## config.mk

```make
export PLATFORM = sky130hd
export DESIGN_NAME = ag32gbd_cam_regs
export DESIGN_NICKNAME = d
export VERILOG_FILES = /design/src/rtl/ag32gbd_pkg.sv /design/src/rtl/ag32gbd_wr_strobe.sv /design/src/rtl/ag32gbd_cam_regs.sv
export SDC_FILE = /design/constraint.sdc
export NUM_CORES = 1
export LEC_CHECK = 0
export CAP_MARGIN = 15
export CORE_AREA = 4 4 294 239
export CTS_BUF_LIST = sky130_fd_sc_hd__clkbuf_4
export CTS_CLUSTER_SIZE = 8
export DETAILED_ROUTE_END_ITERATION = 10
export DIE_AREA = 0 0 298 243
export GPL_TIMING_DRIVEN = 0
export SYNTH_ARGS = -nofsm -noshare
export SYNTH_HDL_FRONTEND = slang
export SYNTH_HIERARCHICAL = 1
export SYNTH_SLANG_ARGS = --single-unit
```

## constraint.sdc

```tcl
create_clock -name sys_clock -period 3 [get_ports sys_clock]
set_clock_uncertainty 0.15 [all_clocks]
set_input_delay 0.6 -clock sys_clock [delete_from_list [all_inputs] [get_ports sys_clock]]
set_output_delay 0.6 -clock sys_clock [all_outputs]
set_load 0.01 [all_outputs]
```

## src/rtl/ag32gbd_pkg.sv

```systemverilog
// Shared constants and types for the ag32gbd camera register window.
package ag32gbd_pkg;

    localparam logic [6:0] CAM_REG_CTRL         = 7'h00;
    localparam logic [6:0] CAM_REG_GAIN         = 7'h01;
    localparam logic [6:0] CAM_REG_EXP_HI       = 7'h02;
    localparam logic [6:0] CAM_REG_EXP_LO       = 7'h03;
    localparam logic [6:0] CAM_REG_EDGE         = 7'h04;
    localparam logic [6:0] CAM_REG_VREF         = 7'h05;
    localparam logic [6:0] CAM_REG_DITHER_FIRST = 7'h06;
    localparam logic [6:0] CAM_REG_DITHER_LAST  = 7'h35;

    localparam int unsigned CAM_DITHER_BYTES =
        int'(CAM_REG_DITHER_LAST - CAM_REG_DITHER_FIRST) + 1;

    // Window decode: A000-BFFF, only for RAM banks with bit 4 set.
    localparam logic [2:0]  CAM_WIN_A_HI = 3'b101;
    localparam int unsigned CAM_BANK_BIT = 4;

    typedef enum logic [1:0] {
        IDLE = 2'd0,
        REQ  = 2'd1,
        BUSY = 2'd2
    } cap_state_t;

endpackage

```

## src/rtl/ag32gbd_wr_strobe.sv

```systemverilog
// Cart nWR history (resets to 2'b11) and falling-edge write pulse.
module ag32gbd_wr_strobe (
    input  logic clk_i,
    input  logic rst_ni,
    input  logic nwr_i,
    output logic wr_pulse_c
);

    logic [1:0] hist_q;
    logic [1:0] hist_d;

    always_comb begin
        hist_d = {hist_q[0], nwr_i};
    end

    always_ff @(posedge clk_i or negedge rst_ni) begin
        if (!rst_ni) begin
            hist_q <= 2'b11;
        end else begin
            hist_q <= hist_d;
        end
    end

    assign wr_pulse_c = (hist_q == 2'b10);

endmodule

```

## src/rtl/ag32gbd_cam_regs.sv

```systemverilog
// Camera register window, dither matrix and capture handshake FSM.
// Optional CAM_TIMEOUT_EN: aborts a stalled capture and sets read bit7 of A000.
module ag32gbd_cam_regs
    import ag32gbd_pkg::*;
#(
    parameter int unsigned DITHER_BYTES = CAM_DITHER_BYTES
`ifdef CAM_TIMEOUT_EN
    ,
    parameter logic [23:0] TIMEOUT_CYCLES = 24'd8_000_000
`endif
) (
    input  logic        sys_clock,
    input  logic        sys_resetn,
    input  logic [15:0] Cart_a,
    input  logic [7:0]  Cart_d,
    input  logic        Cart_nWR,
    input  logic        Cart_nRD,
    input  logic        Cart_nCS,
    input  logic [4:0]  Ram_Bank_Id,
    output logic        is_accessing_regs,
    output logic [7:0]  Reg_output,
    output logic        capture_req,
    input  logic        capture_ack,
    input  logic        capture_done,
    output logic        capture_busy,
    output logic [2:0]  cam_ctrl,
    output logic [7:0]  cam_gain,
    output logic [15:0] cam_exposure,
    output logic [7:0]  cam_edge,
    output logic [7:0]  cam_vref,
    input  logic [5:0]  dither_addr,
    output logic [7:0]  dither_data
);

    logic       wr_pulse_c;
    logic [6:0] offset_c;
    logic       wr_en_c;
    logic       trigger_c;
    logic       dither_hit_c;
    logic [5:0] dither_idx_c;
    logic       timeout_flag_c;
    logic       unused_ok;

    cap_state_t state_q, state_d;
    logic       req_d, busy_d;
    logic [1:0] ctrl_hi_q, ctrl_hi_d;
    logic [7:0] gain_q, gain_d, edge_q, edge_d, vref_q, vref_d;
    logic [15:0] exp_q, exp_d;
    logic [7:0] dither_q [DITHER_BYTES];
    logic [7:0] dither_d [DITHER_BYTES];
    logic [7:0] dither_data_d;

    ag32gbd_wr_strobe u_wr_strobe (
        .clk_i      (sys_clock),
        .rst_ni     (sys_resetn),
        .nwr_i      (Cart_nWR),
        .wr_pulse_c (wr_pulse_c)
    );

    // Window mirrors every 0x80 bytes, so only the low 7 address bits decode.
    assign offset_c          = Cart_a[6:0];
    assign is_accessing_regs = (Cart_a[15:13] == CAM_WIN_A_HI) && Ram_Bank_Id[CAM_BANK_BIT];
    assign wr_en_c           = wr_pulse_c && is_accessing_regs && !Cart_nCS;
    assign trigger_c         = wr_en_c && (offset_c == CAM_REG_CTRL) && Cart_d[0];
    assign dither_hit_c      = (offset_c >= CAM_REG_DITHER_FIRST) &&
                               (32'(offset_c) < 32'(CAM_REG_DITHER_FIRST) + DITHER_BYTES);
    assign dither_idx_c      = 6'(offset_c - CAM_REG_DITHER_FIRST);
    assign unused_ok         = ^{Cart_a[12:7], Ram_Bank_Id[3:0]};

    // Register file write decode.
    always_comb begin
        ctrl_hi_d = ctrl_hi_q;
        gain_d    = gain_q;
        exp_d     = exp_q;
        edge_d    = edge_q;
        vref_d    = vref_q;
        dither_d  = dither_q;
        if (wr_en_c) begin
            case (offset_c)
                CAM_REG_CTRL:   ctrl_hi_d   = Cart_d[2:1];
                CAM_REG_GAIN:   gain_d      = Cart_d;
                CAM_REG_EXP_HI: exp_d[15:8] = Cart_d;
                CAM_REG_EXP_LO: exp_d[7:0]  = Cart_d;
                CAM_REG_EDGE:   edge_d      = Cart_d;
                CAM_REG_VREF:   vref_d      = Cart_d;
                default: begin
                    if (dither_hit_c) begin
                        dither_d[dither_idx_c] = Cart_d;
                    end
                end
            endcase
        end
        dither_data_d = (32'(dither_addr) < DITHER_BYTES) ? dither_q[dither_addr] : 8'h00;
    end

`ifdef CAM_TIMEOUT_EN
    logic [23:0] cnt_q, cnt_d;
    logic        flag_q, flag_d;
`endif

    // Capture FSM next state; done wins over ack and over a coincident trigger.
    always_comb begin
        state_d = state_q;
        unique case (state_q)
            IDLE: if (trigger_c) state_d = REQ;
            REQ: begin
                if (capture_done) begin
                    state_d = IDLE;
                end else if (capture_ack) begin
                    state_d = BUSY;
                end
            end
            BUSY: if (capture_done) state_d = IDLE;
            default: state_d = IDLE;
        endcase
`ifdef CAM_TIMEOUT_EN
        flag_d = flag_q;
        cnt_d  = (state_q == IDLE) ? 24'd0 : cnt_q + 24'd1;
        if ((state_q != IDLE) && (cnt_q == TIMEOUT_CYCLES - 24'd1)) begin
            state_d = IDLE;
            flag_d  = 1'b1;
        end else if (trigger_c) begin
            flag_d = 1'b0;
        end
`endif
        req_d  = (state_d == REQ);
        busy_d = (state_d != IDLE);
    end

    always_ff @(posedge sys_clock or negedge sys_resetn) begin
        if (!sys_resetn) begin
            state_q      <= IDLE;
            capture_req  <= 1'b0;
            capture_busy <= 1'b0;
            ctrl_hi_q    <= 2'b00;
            gain_q       <= 8'h00;
            exp_q        <= 16'h0000;
            edge_q       <= 8'h00;
            vref_q       <= 8'h00;
            dither_q     <= '{default: 8'h00};
            dither_data  <= 8'h00;
`ifdef CAM_TIMEOUT_EN
            cnt_q        <= 24'd0;
            flag_q       <= 1'b0;
`endif
        end else begin
            state_q      <= state_d;
            capture_req  <= req_d;
            capture_busy <= busy_d;
            ctrl_hi_q    <= ctrl_hi_d;
            gain_q       <= gain_d;
            exp_q        <= exp_d;
            edge_q       <= edge_d;
            vref_q       <= vref_d;
            dither_q     <= dither_d;
            dither_data  <= dither_data_d;
`ifdef CAM_TIMEOUT_EN
            cnt_q        <= cnt_d;
            flag_q       <= flag_d;
`endif
        end
    end

`ifdef CAM_TIMEOUT_EN
    assign timeout_flag_c = flag_q;
`else
    assign timeout_flag_c = 1'b0;
`endif

    // Only A000 is readable; everything else in the window is write-only.
    always_comb begin
        Reg_output = 8'h00;
        if (is_accessing_regs && !Cart_nCS && !Cart_nRD && (offset_c == CAM_REG_CTRL)) begin
            Reg_output = {timeout_flag_c, 4'b0000, ctrl_hi_q, capture_busy};
        end
    end

    assign cam_ctrl     = {ctrl_hi_q, capture_busy};
    assign cam_gain     = gain_q;
    assign cam_exposure = exp_q;
    assign cam_edge     = edge_q;
    assign cam_vref     = vref_q;

endmodule
```

Word level (Yosys, flattened, before mapping)
Cells that the tools add are included.
{"block": "classes", "n_addsub": 1, "order_cmp": 6, "eq_ne": 10, "mux": 13, "n_bitwise": 3, "reduce_logical": 23}
{"operator": "bitwise mux 384 bit", "n": 1}
{"operator": "binary-select mux 8 bit (select 6 bit)", "n": 1}
{"operator": "demux 8 bit (select 6 bit)", "n": 1}
{"operator": "2-to-1 mux 8 bit", "n": 4}
{"operator": "== test 7 x 2 -> 1 bit (second input constant)", "n": 2}
{"operator": "== test 7 x 3 -> 1 bit (second input constant)", "n": 2}
{"operator": ">= comparator 7 bit (second input constant)", "n": 2}
{"operator": "NOT 6 -> 7 bit", "n": 2}
{"operator": "AND reduction 2 bit", "n": 6}
{"operator": "logical AND 1 bit", "n": 10}
{"operator": "2-to-1 mux 2 bit", "n": 4}
{"operator": "== test 7 x 1 -> 1 bit (second input constant)", "n": 1}
{"operator": ">= comparator 7 x 3 -> 1 bit (second input constant)", "n": 1}
{"operator": "logical NOT 7 bit", "n": 1}
{"operator": "< comparator 7 x 1 -> 1 bit (second input constant)", "n": 1}
{"operator": "< comparator 7 x 6 -> 1 bit (second input constant)", "n": 1}
{"operator": "< comparator 6 bit (second input constant)", "n": 1}
{"operator": "one-hot mux 2 bit (3 select lines)", "n": 1}
{"operator": "OR reduction 6 bit", "n": 1}
{"operator": "subtractor 6 x 3 -> 6 bit (second input constant)", "n": 1}
{"operator": "== test 2 x 1 -> 1 bit (second input constant)", "n": 2}
{"operator": "== test 2 bit (second input constant)", "n": 2}
{"operator": "== test 3 bit (second input constant)", "n": 1}
{"operator": "2-to-1 mux 3 bit", "n": 1}
{"operator": "other kinds (5)", "n": 6}
{"block": "totals", "reg_bits": 440, "in_bits": 42, "output_inout_bits": 62, "elab_cells": 115}

Logic depth before layout (Yosys ltp)
{"block": "logic_depth", "depth_word": 9, "depth_mapped": 9, "ltp_nobuf": 5}

Modules after synthesis
Netlist, hierarchy kept.
{"module": "ag32gbd_cam_regs", "n_inst": 1, "cells_each": 1327, "area_per_inst_um2": 19974.2, "seq_area_each_um2": 10960.5}
{"module": "ag32gbd_wr_strobe", "n_inst": 1, "cells_each": 3, "area_per_inst_um2": 66.3, "seq_area_each_um2": 52.6}

Worst setup path after synthesis
No wires, ideal clock.
{"block": "synth_path", "kind": "input to register", "from": "input Cart_a[5]", "to": "register exp_q[11] (netlist: cam_exposure[11])", "setup_ns": 0.125, "arrival_time_ns": 2.346, "required_time_ns": 2.725, "slack_ns": 0.379, "stages": 6, "path_buffers": 1, "cell_sequence": "buf_4 or4_4 nor4b_4 nand2_1 nor2_4 mux2_2"}
{"block": "synth_between", "elab_chain_len": 2}
{"item": "start: declaration", "line_no": "ag32gbd_cam_regs.sv:14", "text": "input logic [15:0] Cart_a,"}
{"item": "== test 7 x 2 -> 1 bit", "line_no": "ag32gbd_cam_regs.sv:79", "text": "case (offset_c)"}
{"item": "AND reduction 2 bit (no line)"}
{"item": "end signal: assignment", "line_no": "ag32gbd_cam_regs.sv:152", "text": "exp_q <= exp_d;"}
{"item": "end: declaration", "line_no": "ag32gbd_cam_regs.sv:48", "text": "logic [15:0] exp_q, exp_d;"}
No other way between the ends.
A chain may end at the register's enable or synchronous reset.

Worst setup path after layout
{"block": "layout_path", "from": "input dither_addr[1]", "to": "register dither_data[0]"}
{"block": "layout_between", "elab_chain_len": 5, "elab_cells_between_ends": 6, "cone_classes": "order compare: 1; mux: 4; bitwise: 1"}
{"item": "start: declaration", "line_no": "ag32gbd_cam_regs.sv:31", "text": "input logic [5:0] dither_addr,"}
{"item": "NOT 6 -> 7 bit (implied by the code)", "line_no": "ag32gbd_cam_regs.sv:93", "text": "dither_data_d = (32'(dither_addr) < DITHER_BYTES) ? dither_q[dither_addr] : 8'h00;"}
{"item": "binary-select mux 8 bit (select 6 bit)", "line_no": "ag32gbd_cam_regs.sv:93"}
{"item": "2-to-1 mux 8 bit (implied by the code) (2 in a row)", "line_no": "ag32gbd_cam_regs.sv:93"}
{"item": "2-to-1 mux 8 bit *", "line_no": "ag32gbd_cam_regs.sv:93"}
{"item": "named net dither_data_d[0]", "line_no": "ag32gbd_cam_regs.sv:51", "text": "logic [7:0] dither_data_d;"}
{"item": "end signal: assignment", "line_no": "ag32gbd_cam_regs.sv:156", "text": "dither_data <= dither_data_d;"}
{"item": "end: declaration", "line_no": "ag32gbd_cam_regs.sv:32", "text": "output logic [7:0] dither_data"}
The timed path passes the listed nets; every way through them passes the cells marked *. The select of a mux whose other input is x is not followed.

==> summary.md <==
| Metric | Value |
|---|---|
| Status | finished with violations |
| Violated checks | setup timing |
| Wire length reported by the detailed router | 58900 um |
| Syn avg cell area | roughly 15 sq um |
| Leakage power summed over all cells | 0.0112 uW |
| Power per unit of standard cell area | 494 nW/um^2 |
| Overflow after GRT | 0 |
| DR vias | approximately 13000 |
| # IOs | 104 |
| Max-slew violation count | 0 |
| Headroom to the max-slew limit | between 20% and 30% |
| Height of the die | 243 um |
| Via count of the first global-routing pass | between 10000 and 15000 |
| Most used DFF post-synth | sky130_fd_sc_hd__dfrtp_1 |
| Starting utilization of the core area | 29.9% |
| Area occupied by registers | approximately 11000 sq um |
| Number of antenna violations at the first check in global routing | 3 |
| Measured slew at the worst slew-check pin | about 1100 ps |
| Routed length per placed instance | ~24 um |
| Final-report setup violation count | 2 |
| Leading area contributor after synthesis | sky130_fd_sc_hd__dfrtp_1 |
| Area delta synth->final | 17.4% |
| Combined area of all synthesized cells | between 20000 and 25000 sq um |
| Worst-Skew Late Latency | around 840 ps |
| Final period utilization | 103% |
| Number of standard cells in the final layout excluding fillers | 2481 |
| HPWL after DPL | 40600 um |
| Dominant cell by count in the synthesized netlist | sky130_fd_sc_hd__dfrtp_1 |
| Number of placed instances with taps included | 2285 |
| Post-detailed-route count of antenna-violating nets | 0 |
| Clock Root Buffer | sky130_fd_sc_hd__clkbuf_4 |
| Max-cap violations | 0 |
| Endpoints failing hold | 0 |
| Maximum clock path buffer count | 3 |
| Proportion of synthesized chip area in sequential cells | 55.0% |
| RSZ-0062 raised after global routing | yes |
| Core Region | 67000 sq um |
| Maximum operating frequency | 325 MHz |
| Peak fanout along the critical path | 19 |
| Clock-pin slew on the worst setup and hold paths | 60 ps |
| Worst EP required | 3430 ps |
| CP Capture Type | register |
| Proportion of netlist area held by the largest area contributor | 54.7% |
| Post-detailed-route via-to-cell ratio | 5.10 |
| Wire length of the first global-routing pass | slightly below 90000 um |
| Final net count | 1571 |
| Fraction of final layout cells sized beyond drive strength 1 | 48.4% |
| R2R Path Start | u_wr_strobe/hist_q[1] |
| Final-layout worst hold slack | 166 ps |
| Minimum clock period | 3080 ps |
| Placement row count | 85 |
| Final worst-path setup slack | -76.5 ps |
| Worst Hold Class | primary input to asynchronous set/reset pin |
| Area contributors post-synth | sky130_fd_sc_hd__dfrtp_1 55%, sky130_fd_sc_hd__mux2_2 24%, sky130_fd_sc_hd__mux4_2 9.0% |
| Start-to-end type of the worst setup path | primary input to register |
| Placed cell areas | 22000 sq um |
| Async S/R FF share, synth | 100% |
| Clock sinks | 440 |
| Number of buffers inserted during clock tree synthesis | 109 |
| Synthesized instance count | between 1000 and 1500 |
| Summed negative setup slack over all endpoints | -79.9 ps |
| Fill cell instance count of the final layout | 6502 |
| 1st-iter DRT viols | between 1000 and 1500 |
| CP startpoint | dither_addr[1] |
| Overall Power | 11600 uW |
| Kind of launch point of the worst setup path | primary input |
| Area of combinational cells with multiple inputs | 8690 sq um |
| Number of remaining DRC errors | 0 |
| Design Area, Final | 23500 sq um |
| DR pass1 iterations | 5 |
| Leading cell types by count after synthesis | 438 x sky130_fd_sc_hd__dfrtp_1, 433 x sky130_fd_sc_hd__mux2_2, 80 x sky130_fd_sc_hd__mux4_2 |
| Maximum number of pins on one net before global-route repair | 119 |
| Yosys Warn Count | 6 |
| Total GRT Usage | approximately 16% |
| CTS tree | done |
| Full die area | 72400 sq um |
| Flip-flop and latch count after synthesis | 440 |
| Worst vdd rail ir drop | 0.000303 V |
| Number of distinct library cells after synthesis | 49 |
| CTS H-tree lvls | 3 |
| Signal arrival time at the worst endpoint | around 3500 ps |
| Routability-driven placement congestion ratio | 0.901 |
| Number of enable flip-flop cells after synthesis | 0 |
| Horiz. Die Dim | slightly below 300 um |
| IO Port Bufs | 77 |
## repair_timing
item / in CTS / in global routing
gates resized for setup: 21 / 30
endpoints found under the hold margin: 105 / 0
buffers inserted: 2 / 0
pin swaps: 1 / 6
hold buffers: 2 / 0
setup endpoints to repair: 54 / 99
## cells in the final DEF (no fill, tap or decap), drive strengths merged, types with 9 or more instances in the layout
cell type | netlist | layout
a21oi | 18 | 18
nand3 | 9 | 9
mux2i | 58 | 58
clkbuf | 64 | 221
buf | 40 | 47
nand4 | 9 | 9
clkinv | 0 | 33
clkdlybuf4s50 | 0 | 73
dfrtp | 438 | 438
inv | 9 | 10
nor2 | 42 | 42
mux4 | 80 | 80
mux2 | 435 | 435
nand2 | 47 | 47
## layout make-up
class | count | share of cell area [%]
sequential | 440 | 46.8
multi-input combinational | 781 | 36.9
clock buffer | 155 | 4.95
tap | 870 | 4.63
timing repair buffer | 85 | 3.85
buffer | 103 | 1.96
clock inverter | 36 | 0.718
inverter | 9 | 0.144
antenna | 2 | 0.0213
## report_power, final
| group | internal (uW) | leakage [uW] | switching, uW |
|---|---|---|---|
| sequential | 5950 | 0.00614 | 10.5 |
| clock | 2450 | 0.000790 | 2450 |
| combinational | 205 | 0.00425 | 540 |
## metal layers
| metal | track usage, % | wire (um) | vias to the layer above |
|---|---|---|---|
| met5 | 0.992 | 101 | - |
| met4 | 4.24 | 1130 | 2 |
| met3 | 5.82 | 4970 | 87 |
| met2 | 23.6 | 25200 | 397 |
| met1 | 23.1 | 27500 | 6799 |
| li1 | - | - | 5357 |
## path summary, 6_finish.rpt
check                                         to  slack (ps)  depth (start not counted)
setup / recovery                  dither_data[0]         -80                          6
hold / removal                     dither_q[353]         170                          2
setup reg to reg                   dither_q[336]           0                          6
hold reg to reg            u_wr_strobe/hist_q[1]         230                          0
max in group asynchronous         dither_data[7]        1150                          4
min in group sys_clock     u_wr_strobe/hist_q[1]         230                          0
## cells by family (layout without fill, tap and decap cells)
| family | after synthesis | count (layout) | share of synthesized area, % |
|---|---|---|---|
| xor+xnor | 1 | 1 | 0.0437 |
| compound gates | 54 | 54 | 1.87 |
| mux | 573 | 573 | 36.3 |
| simple gates | 148 | 148 | 4.37 |
| flops | 440 | 440 | 55.0 |
| other cells | 1 | 7 | 0.0187 |
| buf+inv | 113 | 388 | 2.41 |
## worst max-delay path: stages
cell and delay [ps]:
sky130_fd_sc_hd__clkdlybuf4s50_1 630, sky130_fd_sc_hd__buf_2 410, sky130_fd_sc_hd__buf_4 430, sky130_fd_sc_hd__mux2_2 380
sky130_fd_sc_hd__a221oi_1 730, sky130_fd_sc_hd__o22ai_1 320
## stage by stage
step / setup slack, ps / util, %
final: -76.5 / 35.1
after global routing: -63.7 / 35.1
after CTS: -121 / 35.0
after detailed placement: -1730 / 32.9
after global placement: -17770 / 32.7
after floorplan: 379 / -
## state kept, by name (all words and copies together), names as in the netlist
name                flops
cam_exposure           16
cam_vref                8
u_wr_strobe/hist_q      2
cam_edge                8
capture_busy            1
cam_gain                8
capture_req             1
state_q                 2
dither_q              384
dither_data             8
ctrl_hi_q               2
(Power assumes the default switching activity.)
